==> src/rtl/riscv_pkg.sv <==
// Shared types and encodings for the multi-cycle RV32I control unit:
// opcodes, ALU operations, immediate formats, FSM states and mux selects.
package riscv_pkg;

    typedef enum logic [6:0] {
        OP_LOAD   = 7'b0000011,
        OP_STORE  = 7'b0100011,
        OP_R      = 7'b0110011,
        OP_IMM    = 7'b0010011,
        OP_LUI    = 7'b0110111,
        OP_AUIPC  = 7'b0010111,
        OP_BRANCH = 7'b1100011,
        OP_JAL    = 7'b1101111,
        OP_JALR   = 7'b1100111
    } opcode_e;

    typedef enum logic [3:0] {
        ALU_ADD  = 4'd0,
        ALU_SUB  = 4'd1,
        ALU_SLL  = 4'd2,
        ALU_SLT  = 4'd3,
        ALU_SLTU = 4'd4,
        ALU_XOR  = 4'd5,
        ALU_SRL  = 4'd6,
        ALU_SRA  = 4'd7,
        ALU_OR   = 4'd8,
        ALU_AND  = 4'd9
    } alu_op_e;

    typedef enum logic [2:0] {
        IMM_I = 3'd0,
        IMM_S = 3'd1,
        IMM_B = 3'd2,
        IMM_U = 3'd3,
        IMM_J = 3'd4
    } imm_src_e;

    // FETCH must stay at zero so the state output reads 0 during reset
    typedef enum logic [3:0] {
        S_FETCH    = 4'd0,
        S_DECODE   = 4'd1,
        S_MEMADR   = 4'd2,
        S_MEMREAD  = 4'd3,
        S_MEMWB    = 4'd4,
        S_MEMWRITE = 4'd5,
        S_EXEC_R   = 4'd6,
        S_EXEC_I   = 4'd7,
        S_ALUWB    = 4'd8,
        S_BRANCH   = 4'd9,
        S_JAL      = 4'd10,
        S_JALR     = 4'd11,
        S_HALT     = 4'd12
    } state_e;

    typedef enum logic [1:0] {
        ALU_CLASS_ADD = 2'd0,
        ALU_CLASS_R   = 2'd1,
        ALU_CLASS_I   = 2'd2
    } alu_class_e;

    localparam logic [1:0] SRCA_PC    = 2'b00;
    localparam logic [1:0] SRCA_OLDPC = 2'b01;
    localparam logic [1:0] SRCA_RS1   = 2'b10;
    localparam logic [1:0] SRCA_ZERO  = 2'b11;

    localparam logic [1:0] SRCB_RS2   = 2'b00;
    localparam logic [1:0] SRCB_IMM   = 2'b01;
    localparam logic [1:0] SRCB_FOUR  = 2'b10;

    localparam logic [1:0] RES_ALUOUT  = 2'b00;
    localparam logic [1:0] RES_MEMDATA = 2'b01;
    localparam logic [1:0] RES_ALU     = 2'b10;

    typedef struct packed {
        logic       mem_req;
        logic       adr_src;
        logic       ir_write;
        logic       pc_write;
        logic       reg_write;
        logic [1:0] alu_src_a;
        logic [1:0] alu_src_b;
        alu_op_e    alu_ctrl;
        imm_src_e   imm_src;
        logic [1:0] result_src;
        logic [2:0] mem_read;
        logic       instr_done;
    } ctrl_t;

    function automatic logic branch_taken(input logic [2:0] funct3, input logic eq,
                                          input logic lt, input logic ltu);
        logic taken;
        taken = 1'b0;
        case (funct3)
            3'b000:  taken = eq;
            3'b001:  taken = ~eq;
            3'b100:  taken = lt;
            3'b101:  taken = ~lt;
            3'b110:  taken = ltu;
            3'b111:  taken = ~ltu;
            default: taken = 1'b0;
        endcase
        return taken;
    endfunction

    function automatic logic load_funct3_ok(input logic [2:0] funct3);
        return (funct3 == 3'b000) || (funct3 == 3'b001) || (funct3 == 3'b010) ||
               (funct3 == 3'b100) || (funct3 == 3'b101);
    endfunction

    function automatic logic store_funct3_ok(input logic [2:0] funct3);
        return funct3 <= 3'b010;
    endfunction

endpackage

==> src/rtl/multicycle_control_unit_alu_decoder.sv <==
// Combinational ALU operation decode from the instruction class, funct3 and funct7[5].
module alu_decoder
    import riscv_pkg::*;
(
    input  alu_class_e  alu_class_i,
    input  logic [2:0]  funct3_i,
    input  logic        funct7_5_i,
    output alu_op_e     alu_ctrl_o
);

    // funct7[5] selects SUB only for register ops, and SRA for both classes
    always_comb begin
        alu_ctrl_o = ALU_ADD;
        case (alu_class_i)
            ALU_CLASS_R, ALU_CLASS_I: begin
                case (funct3_i)
                    3'b000: begin
                        if ((alu_class_i == ALU_CLASS_R) && funct7_5_i) begin
                            alu_ctrl_o = ALU_SUB;
                        end else begin
                            alu_ctrl_o = ALU_ADD;
                        end
                    end
                    3'b001: alu_ctrl_o = ALU_SLL;
                    3'b010: alu_ctrl_o = ALU_SLT;
                    3'b011: alu_ctrl_o = ALU_SLTU;
                    3'b100: alu_ctrl_o = ALU_XOR;
                    3'b101: begin
                        if (funct7_5_i) begin
                            alu_ctrl_o = ALU_SRA;
                        end else begin
                            alu_ctrl_o = ALU_SRL;
                        end
                    end
                    3'b110: alu_ctrl_o = ALU_OR;
                    3'b111: alu_ctrl_o = ALU_AND;
                    default: alu_ctrl_o = ALU_ADD;
                endcase
            end
            default: alu_ctrl_o = ALU_ADD;
        endcase
    end

endmodule

==> src/rtl/multicycle_control_unit.sv <==
// Multi-cycle RV32I control FSM: sequences fetch/decode/execute/memory/writeback
// over a shared ALU and a single req/ready memory port.
module multicycle_control_unit
    import riscv_pkg::*;
#(
    parameter int DATA_WIDTH = 32,
    parameter int BYTE_LANES = DATA_WIDTH / 8
) (
    input  logic                  clk,
    input  logic                  rst,
    input  logic [DATA_WIDTH-1:0] instr_i,
    input  logic                  eq_i,
    input  logic                  lt_i,
    input  logic                  ltu_i,
    input  logic                  mem_ready_i,
    output logic                  mem_req_o,
    output logic                  adr_src_o,
    output logic                  ir_write_o,
    output logic                  pc_write_o,
    output logic                  reg_write_o,
    output logic [1:0]            alu_src_a_o,
    output logic [1:0]            alu_src_b_o,
    output logic [3:0]            alu_ctrl_o,
    output logic [2:0]            imm_src_o,
    output logic [1:0]            result_src_o,
    output logic [BYTE_LANES-1:0] mem_write_o,
    output logic [2:0]            mem_read_o,
    output logic                  instr_done_o,
    output logic                  illegal_o,
    output logic [3:0]            state_o
);

    state_e                state_q, state_d;
    logic                  illegal_q, illegal_d;
    ctrl_t                 ctrl_s, ctrl_out_s;
    logic [BYTE_LANES-1:0] store_be_s, mem_write_s;
    alu_class_e            alu_class_s;
    alu_op_e               alu_dec_s;

    logic [31:0] ir_s;
    logic [6:0]  opcode_s;
    logic [2:0]  funct3_s;
    logic        funct7_5_s;
    logic        unused_ir_s;

    assign ir_s        = instr_i[31:0];
    assign opcode_s    = ir_s[6:0];
    assign funct3_s    = ir_s[14:12];
    assign funct7_5_s  = ir_s[30];
    assign unused_ir_s = ^{ir_s[31], ir_s[29:15], ir_s[11:7]};

    alu_decoder u_alu_decoder (
        .alu_class_i (alu_class_s),
        .funct3_i    (funct3_s),
        .funct7_5_i  (funct7_5_s),
        .alu_ctrl_o  (alu_dec_s)
    );

    // Instruction class seen by the ALU decoder (LUI/AUIPC always add)
    always_comb begin
        alu_class_s = ALU_CLASS_ADD;
        if (state_q == S_EXEC_R) begin
            alu_class_s = ALU_CLASS_R;
        end else if ((state_q == S_EXEC_I) && (opcode_s == OP_IMM)) begin
            alu_class_s = ALU_CLASS_I;
        end else begin
            alu_class_s = ALU_CLASS_ADD;
        end
    end

    // Store byte enables by access size
    always_comb begin
        store_be_s = '0;
        case (funct3_s)
            3'b000:  store_be_s = BYTE_LANES'(2'b01);
            3'b001:  store_be_s = BYTE_LANES'(2'b11);
            3'b010:  store_be_s = {BYTE_LANES{1'b1}};
            default: store_be_s = '0;
        endcase
    end

    // Next-state and control decode
    always_comb begin
        state_d              = state_q;
        ctrl_s               = '0;
        ctrl_s.alu_src_a     = SRCA_PC;
        ctrl_s.alu_src_b     = SRCB_RS2;
        ctrl_s.alu_ctrl      = ALU_ADD;
        ctrl_s.imm_src       = IMM_I;
        ctrl_s.result_src    = RES_ALUOUT;
        mem_write_s          = '0;
        case (state_q)
            S_FETCH: begin
                ctrl_s.mem_req    = 1'b1;
                ctrl_s.alu_src_b  = SRCB_FOUR;
                ctrl_s.result_src = RES_ALU;
                if (mem_ready_i) begin
                    ctrl_s.ir_write = 1'b1;
                    ctrl_s.pc_write = 1'b1;
                    state_d         = S_DECODE;
                end else begin
                    state_d = S_FETCH;
                end
            end
            S_DECODE: begin
                // Speculatively form OldPC+imm so branch/JAL targets sit in ALUOut
                ctrl_s.alu_src_a = SRCA_OLDPC;
                ctrl_s.alu_src_b = SRCB_IMM;
                case (opcode_s)
                    OP_STORE:         ctrl_s.imm_src = IMM_S;
                    OP_BRANCH:        ctrl_s.imm_src = IMM_B;
                    OP_LUI, OP_AUIPC: ctrl_s.imm_src = IMM_U;
                    OP_JAL:           ctrl_s.imm_src = IMM_J;
                    default:          ctrl_s.imm_src = IMM_I;
                endcase
                case (opcode_s)
                    OP_LOAD, OP_STORE:        state_d = S_MEMADR;
                    OP_R:                     state_d = S_EXEC_R;
                    OP_IMM, OP_LUI, OP_AUIPC: state_d = S_EXEC_I;
                    OP_BRANCH:                state_d = S_BRANCH;
                    OP_JAL:                   state_d = S_JAL;
                    OP_JALR: begin
                        if (funct3_s == 3'b000) begin
                            state_d = S_JALR;
                        end else begin
                            state_d = S_HALT;
                        end
                    end
                    default: state_d = S_HALT;
                endcase
            end
            S_MEMADR: begin
                ctrl_s.alu_src_a = SRCA_RS1;
                ctrl_s.alu_src_b = SRCB_IMM;
                if (opcode_s == OP_LOAD) begin
                    ctrl_s.imm_src = IMM_I;
                    state_d = load_funct3_ok(funct3_s) ? S_MEMREAD : S_HALT;
                end else begin
                    ctrl_s.imm_src = IMM_S;
                    state_d = store_funct3_ok(funct3_s) ? S_MEMWRITE : S_HALT;
                end
            end
            S_MEMREAD: begin
                ctrl_s.mem_req  = 1'b1;
                ctrl_s.adr_src  = 1'b1;
                ctrl_s.mem_read = funct3_s;
                if (mem_ready_i) begin
                    state_d = S_MEMWB;
                end else begin
                    state_d = S_MEMREAD;
                end
            end
            S_MEMWB: begin
                ctrl_s.result_src = RES_MEMDATA;
                ctrl_s.reg_write  = 1'b1;
                ctrl_s.instr_done = 1'b1;
                state_d           = S_FETCH;
            end
            S_MEMWRITE: begin
                ctrl_s.mem_req = 1'b1;
                ctrl_s.adr_src = 1'b1;
                mem_write_s    = store_be_s;
                if (mem_ready_i) begin
                    ctrl_s.instr_done = 1'b1;
                    state_d           = S_FETCH;
                end else begin
                    state_d = S_MEMWRITE;
                end
            end
            S_EXEC_R: begin
                ctrl_s.alu_src_a = SRCA_RS1;
                ctrl_s.alu_src_b = SRCB_RS2;
                ctrl_s.alu_ctrl  = alu_dec_s;
                state_d          = S_ALUWB;
            end
            S_EXEC_I: begin
                ctrl_s.alu_src_b = SRCB_IMM;
                ctrl_s.alu_ctrl  = alu_dec_s;
                if (opcode_s == OP_LUI) begin
                    ctrl_s.alu_src_a = SRCA_ZERO;
                    ctrl_s.imm_src   = IMM_U;
                end else if (opcode_s == OP_AUIPC) begin
                    ctrl_s.alu_src_a = SRCA_OLDPC;
                    ctrl_s.imm_src   = IMM_U;
                end else begin
                    ctrl_s.alu_src_a = SRCA_RS1;
                    ctrl_s.imm_src   = IMM_I;
                end
                state_d = S_ALUWB;
            end
            S_ALUWB: begin
                ctrl_s.reg_write  = 1'b1;
                ctrl_s.instr_done = 1'b1;
                // JALR's PC write consumed the ALU, so the link value is built here
                if (opcode_s == OP_JALR) begin
                    ctrl_s.alu_src_a  = SRCA_OLDPC;
                    ctrl_s.alu_src_b  = SRCB_FOUR;
                    ctrl_s.result_src = RES_ALU;
                end else begin
                    ctrl_s.result_src = RES_ALUOUT;
                end
                state_d = S_FETCH;
            end
            S_BRANCH: begin
                ctrl_s.alu_src_a  = SRCA_RS1;
                ctrl_s.alu_src_b  = SRCB_RS2;
                ctrl_s.alu_ctrl   = ALU_SUB;
                ctrl_s.result_src = RES_ALUOUT;
                if ((funct3_s == 3'b010) || (funct3_s == 3'b011)) begin
                    state_d = S_HALT;
                end else begin
                    ctrl_s.pc_write   = branch_taken(funct3_s, eq_i, lt_i, ltu_i);
                    ctrl_s.instr_done = 1'b1;
                    state_d           = S_FETCH;
                end
            end
            S_JAL: begin
                ctrl_s.alu_src_a  = SRCA_OLDPC;
                ctrl_s.alu_src_b  = SRCB_FOUR;
                ctrl_s.imm_src    = IMM_J;
                ctrl_s.result_src = RES_ALUOUT;
                ctrl_s.pc_write   = 1'b1;
                state_d           = S_ALUWB;
            end
            S_JALR: begin
                ctrl_s.alu_src_a  = SRCA_RS1;
                ctrl_s.alu_src_b  = SRCB_IMM;
                ctrl_s.imm_src    = IMM_I;
                ctrl_s.result_src = RES_ALU;
                ctrl_s.pc_write   = 1'b1;
                state_d           = S_ALUWB;
            end
            S_HALT:  state_d = S_HALT;
            default: state_d = S_HALT;
        endcase
    end

    // Reset forces every control output low, even though the state reads FETCH
    always_comb begin
        if (rst) begin
            ctrl_out_s  = '0;
            mem_write_o = '0;
        end else begin
            ctrl_out_s  = ctrl_s;
            mem_write_o = mem_write_s;
        end
    end

    assign illegal_d = illegal_q | (state_d == S_HALT);

    // State and sticky illegal flag
    always_ff @(posedge clk or posedge rst) begin
        if (rst) begin
            state_q   <= S_FETCH;
            illegal_q <= 1'b0;
        end else begin
            state_q   <= state_d;
            illegal_q <= illegal_d;
        end
    end

    assign mem_req_o    = ctrl_out_s.mem_req;
    assign adr_src_o    = ctrl_out_s.adr_src;
    assign ir_write_o   = ctrl_out_s.ir_write;
    assign pc_write_o   = ctrl_out_s.pc_write;
    assign reg_write_o  = ctrl_out_s.reg_write;
    assign alu_src_a_o  = ctrl_out_s.alu_src_a;
    assign alu_src_b_o  = ctrl_out_s.alu_src_b;
    assign alu_ctrl_o   = ctrl_out_s.alu_ctrl;
    assign imm_src_o    = ctrl_out_s.imm_src;
    assign result_src_o = ctrl_out_s.result_src;
    assign mem_read_o   = ctrl_out_s.mem_read;
    assign instr_done_o = ctrl_out_s.instr_done;
    assign illegal_o    = illegal_q;
    assign state_o      = state_q;

endmodule

==> config.mk <==
export PLATFORM = sky130hd
export DESIGN_NAME = multicycle_control_unit
export DESIGN_NICKNAME = d
export VERILOG_FILES = /design/src/rtl/riscv_pkg.sv /design/src/rtl/multicycle_control_unit_alu_decoder.sv /design/src/rtl/multicycle_control_unit.sv
export SDC_FILE = /design/constraint.sdc
export NUM_CORES = 1
export LEC_CHECK = 0
export ABC_AREA = 1
export BUFFER_PORTS_ARGS = -buffer_cell sky130_fd_sc_hd__buf_4
export CAP_MARGIN = 20
export CORE_MARGIN = 2
export CORE_UTILIZATION = 42
export DETAILED_ROUTE_END_ITERATION = 10
export PLACE_DENSITY = 0.8
export SETUP_SLACK_MARGIN = 0.05
export SLEW_MARGIN = 30
export SYNTH_ARGS = -nofsm -noshare
export SYNTH_HDL_FRONTEND = slang
export SYNTH_HIERARCHICAL = 1
export SYNTH_SLANG_ARGS = --single-unit
==> constraint.sdc <==
create_clock -name clk -period 2.04 [get_ports clk]
set_input_delay 0.102 -clock clk [delete_from_list [all_inputs] [get_ports clk]]
set_output_delay 0.102 -clock clk [all_outputs]
set_load 0.02 [all_outputs]
==> results.json <==
{
  "antenna_left": 0,
  "overflow": 0,
  "dieWidth_um": 54.3,
  "remaining_drc_errors": 0,
  "regToRegEndpoint": "illegal_o",
  "drtPass1Iterations": 4,
  "dp.cells": 279,
  "place.gp.congestion": 0.859,
  "cts_sinks": 5,
  "ff2ff_setup_slack_ns": 0.52,
  "net-switching-power_mw": 0.109,
  "endpoint": "alu_ctrl_o[0]",
  "cp_top_family": "buffers and inverters",
  "worst-setup-path-type": "flop to primary output",
  "max-cap-violations": 0,
  "start_kind": "flop",
  "cp_num_buf_inv": 5,
  "finalWorstSetupSlack_ns": 0.135,
  "internal_power_mw": 0.210,
  "powerDensity_mw_per_mm2": 196,
  "vias": 1506,
  "slew_headroom_pct": 72.5,
  "filler_cell_count": 216,
  "cp-end-kind": "primary output",
  "grt_pass1_vias": 1197,
  "num_rows": 18,
  "hold_class": "primary input to flop",
  "grt_usage_pct": 23.1,
  "final_common_cell": "buf_4",
  "die-area_mm2": 0.00294,
  "grt_max_degree": 18,
  "cts_max_level": 1,
  "path_cells": "buf_4 -> inv_2 -> nand2_4 -> nor2_4 -> ha_4 -> inv_4 -> nand3_2 -> nor2_2 -> inv_1 -> o21ai_2 -> buf_6",
  "drt_wl_total_mm": 3.34,
  "cts-root-buf": "clkbuf_4",
  "netlist_area_mm2": 0.00106,
  "nets": 299,
  "rr_startpoint": "state_o[2]",
  "yosysWarnings": 6,
  "path_clk_slew_ns": 0.05,
  "stdcell_count": 289,
  "clock_latency_ns": 0.25,
  "path_depth": 11,
  "ff2ff_path_depth": 12,
  "drive_gt1_share_pct": 42.1,
  "multi_input_area_um2": 838,
  "tightest_slew_ns": 0.410,
  "portBuffers": 47,
  "required_ns": 1.94,
  "final_cell_mix": "buf_4, nand2_1, nor2_1",
  "initial_utilization_pct": 43.6,
  "numCtsBuffers": 3,
  "drv_slew": 0,
  "cp_slowest_cell": "dfrtp_1",
  "syn2layout_area_growth_pct": 53.2,
  "ios": 69,
  "clock.fmax_mhz": 525,
  "status": "finished, final reports clean",
  "pwr-share-seq_pct": 31.1,
  "antenna_cells": 0,
  "wire_per_inst_um": 11.6,
  "yosysSeqAreaShare_pct": 11.8,
  "fp.dieH_um": 54.3,
  "rsz0062_at_grt": "yes",
  "seqCellArea_um2": 125,
  "finClkSkew_ns": 0.0100,
  "grt_pass1_wl_mm": 5.13,
  "utilization_pct": 66.8,
  "antenna_found_initial": 0,
  "synth_seq_cells": 5,
  "synthCells": 202,
  "p_leak_nw": 0.785,
  "preCtsSetupSlack_ns": 0.221,
  "cp-startpoint": "state_o[0]",
  "critPathMaxStageDelay_ns": 0.37,
  "avgSynthCellArea_um2": 5.25,
  "p_sw_share_pct": 34.2,
  "period_needed_ns": 1.91,
  "path_max_fanout": 4,
  "worstHoldStart": "mem_ready_i",
  "pwr-share-comb_pct": 30.8,
  "clockBufferDepth": 2,
  "drt_iter0_drc": 33,
  "min_period_over_period_pct": 93.4,
  "viasPerCell": 5.21,
  "synth_fp_nets": 241,
  "yosys.cell_types.count": 30,
  "setup_viol": 0,
  "worstPathArrival_ns": 1.80,
  "power_frac_clock_pct": 38.1,
  "coreArea_mm2": 0.00243,
  "cts_tree": "yes",
  "ir_drop_uv": 335,
  "fin_tns_setup_ns": 0,
  "final_hold_viol_count": 0,
  "dp_hpwl_mm": 2.51
}
==> sequential cells by signal, indices dropped and copies added (netlist names) <==
register,cells
illegal_o,1
state_o,4
==> cells in the mapped netlist <==
library cell | number | area share [%]
a211oi_1 | 2 | 1.4
a21boi_1 | 1 | 0.71
a21oi_1 | 10 | 4.7
a22oi_1 | 1 | 0.71
a31oi_1 | 5 | 2.9
buf_2 | 1 | 0.47
buf_4 | 1 | 0.71
clkbuf_1 | 2 | 0.71
clkinv_1 | 1 | 0.35
dfrtp_1 | 5 | 12
ha_1 | 1 | 1.2
inv_1 | 25 | 8.8
inv_2 | 15 | 5.3
nand2_1 | 43 | 15
nand2_2 | 7 | 4.1
nand3_1 | 17 | 8.0
nand3_2 | 2 | 1.9
nand4_1 | 4 | 2.4
nor2_1 | 27 | 9.6
nor2_2 | 7 | 4.1
nor2_4 | 1 | 1.1
nor3_1 | 6 | 2.8
nor3_2 | 2 | 1.9
nor3b_1 | 1 | 0.71
nor4_1 | 1 | 0.59
o211ai_1 | 2 | 1.4
o21ai_0 | 4 | 1.9
o21ai_1 | 6 | 2.8
o21ai_2 | 1 | 0.83
o221ai_1 | 1 | 0.83
==> routing by layer <==
metal,vias up,GRT usage (%),routed length (um)
li1,767,-,-
met1,682,33.2,1530
met2,55,37.8,1590
met3,2,2.46,216
met4,0,3.75,16
met5,-,0,0
==> worst reg2reg max path: stages (launching register included) <==
cell,delay (ns)
dfrtp_1,0.41
buf_4,0.17
inv_1,0.08
nand2_1,0.12
nor2_2,0.20
nand3_2,0.09
o21ai_2,0.07
nor2_1,0.06
nand2_1,0.07
inv_2,0.03
nand2_1,0.07
nand2_1,0.05
nand2_1,0.05
==> power by group through the flow <==
stage	clock (mW)	sequential (mW)	combinational [mW]
global route	0.132	0.0993	0.110
CTS	0.124	0.0994	0.0948
detailed placement	0	0.101	0.0930
finish	0.122	0.0994	0.0982
floorplan	0	0.101	0.0502
global placement	0	0.101	0.0920
==> per-stage QoR <==
stage | total power [mW] | hold slack (ns) | cell area (um^2)
CTS | 0.318 | 0.161 | 1550
floorplan | 0.151 | 0.102 | 1070
detailed placement | 0.194 | 0.183 | 1470
global placement | 0.193 | 0.180 | 1470
finish | 0.319 | 0.178 | 1630
global route | 0.341 | 0.185 | 1630
==> how the worst min path moves through the flow <==
stage / to / cells past startpoint
2_1_floorplan: illegal_o / 2
3_3_place_gp: state_o[0] / 2
3_5_place_dp: state_o[0] / 2
4_1_cts: state_o[0] / 3
5_1_grt: state_o[0] / 3
6_report: state_o[0] / 3
==> area by class of cell <==
class / instances / area share (%)
Multi-Input combinational cell: 152 / 51.6
Timing Repair Buffer: 57 / 26.9
Inverter: 41 / 9.85
Sequential cell: 5 / 7.70
Tap cell: 30 / 2.31
Clock buffer: 4 / 1.62
==> logic make-up (layout without fill, tap and decap cells) <==
family / count (synthesis) / after routing / synth area share, %
compound gates: 33 / 33 / 18.3
simple gates: 118 / 118 / 52.4
fa+ha+maj: 1 / 1 / 1.18
flops: 5 / 5 / 11.8
buf+inv: 45 / 102 / 16.4
==> timing repair <==
action / CTS / global route
buffers inserted: 3 / 2
pin swaps: 1 / 6
resized for setup: 4 / 19
hold buffers: 1 / 0
endpoints found under the setup margin: 4 / 8
endpoints found under the hold margin: 5 / 0
Note: power is estimated with default switching activity, not from simulation.
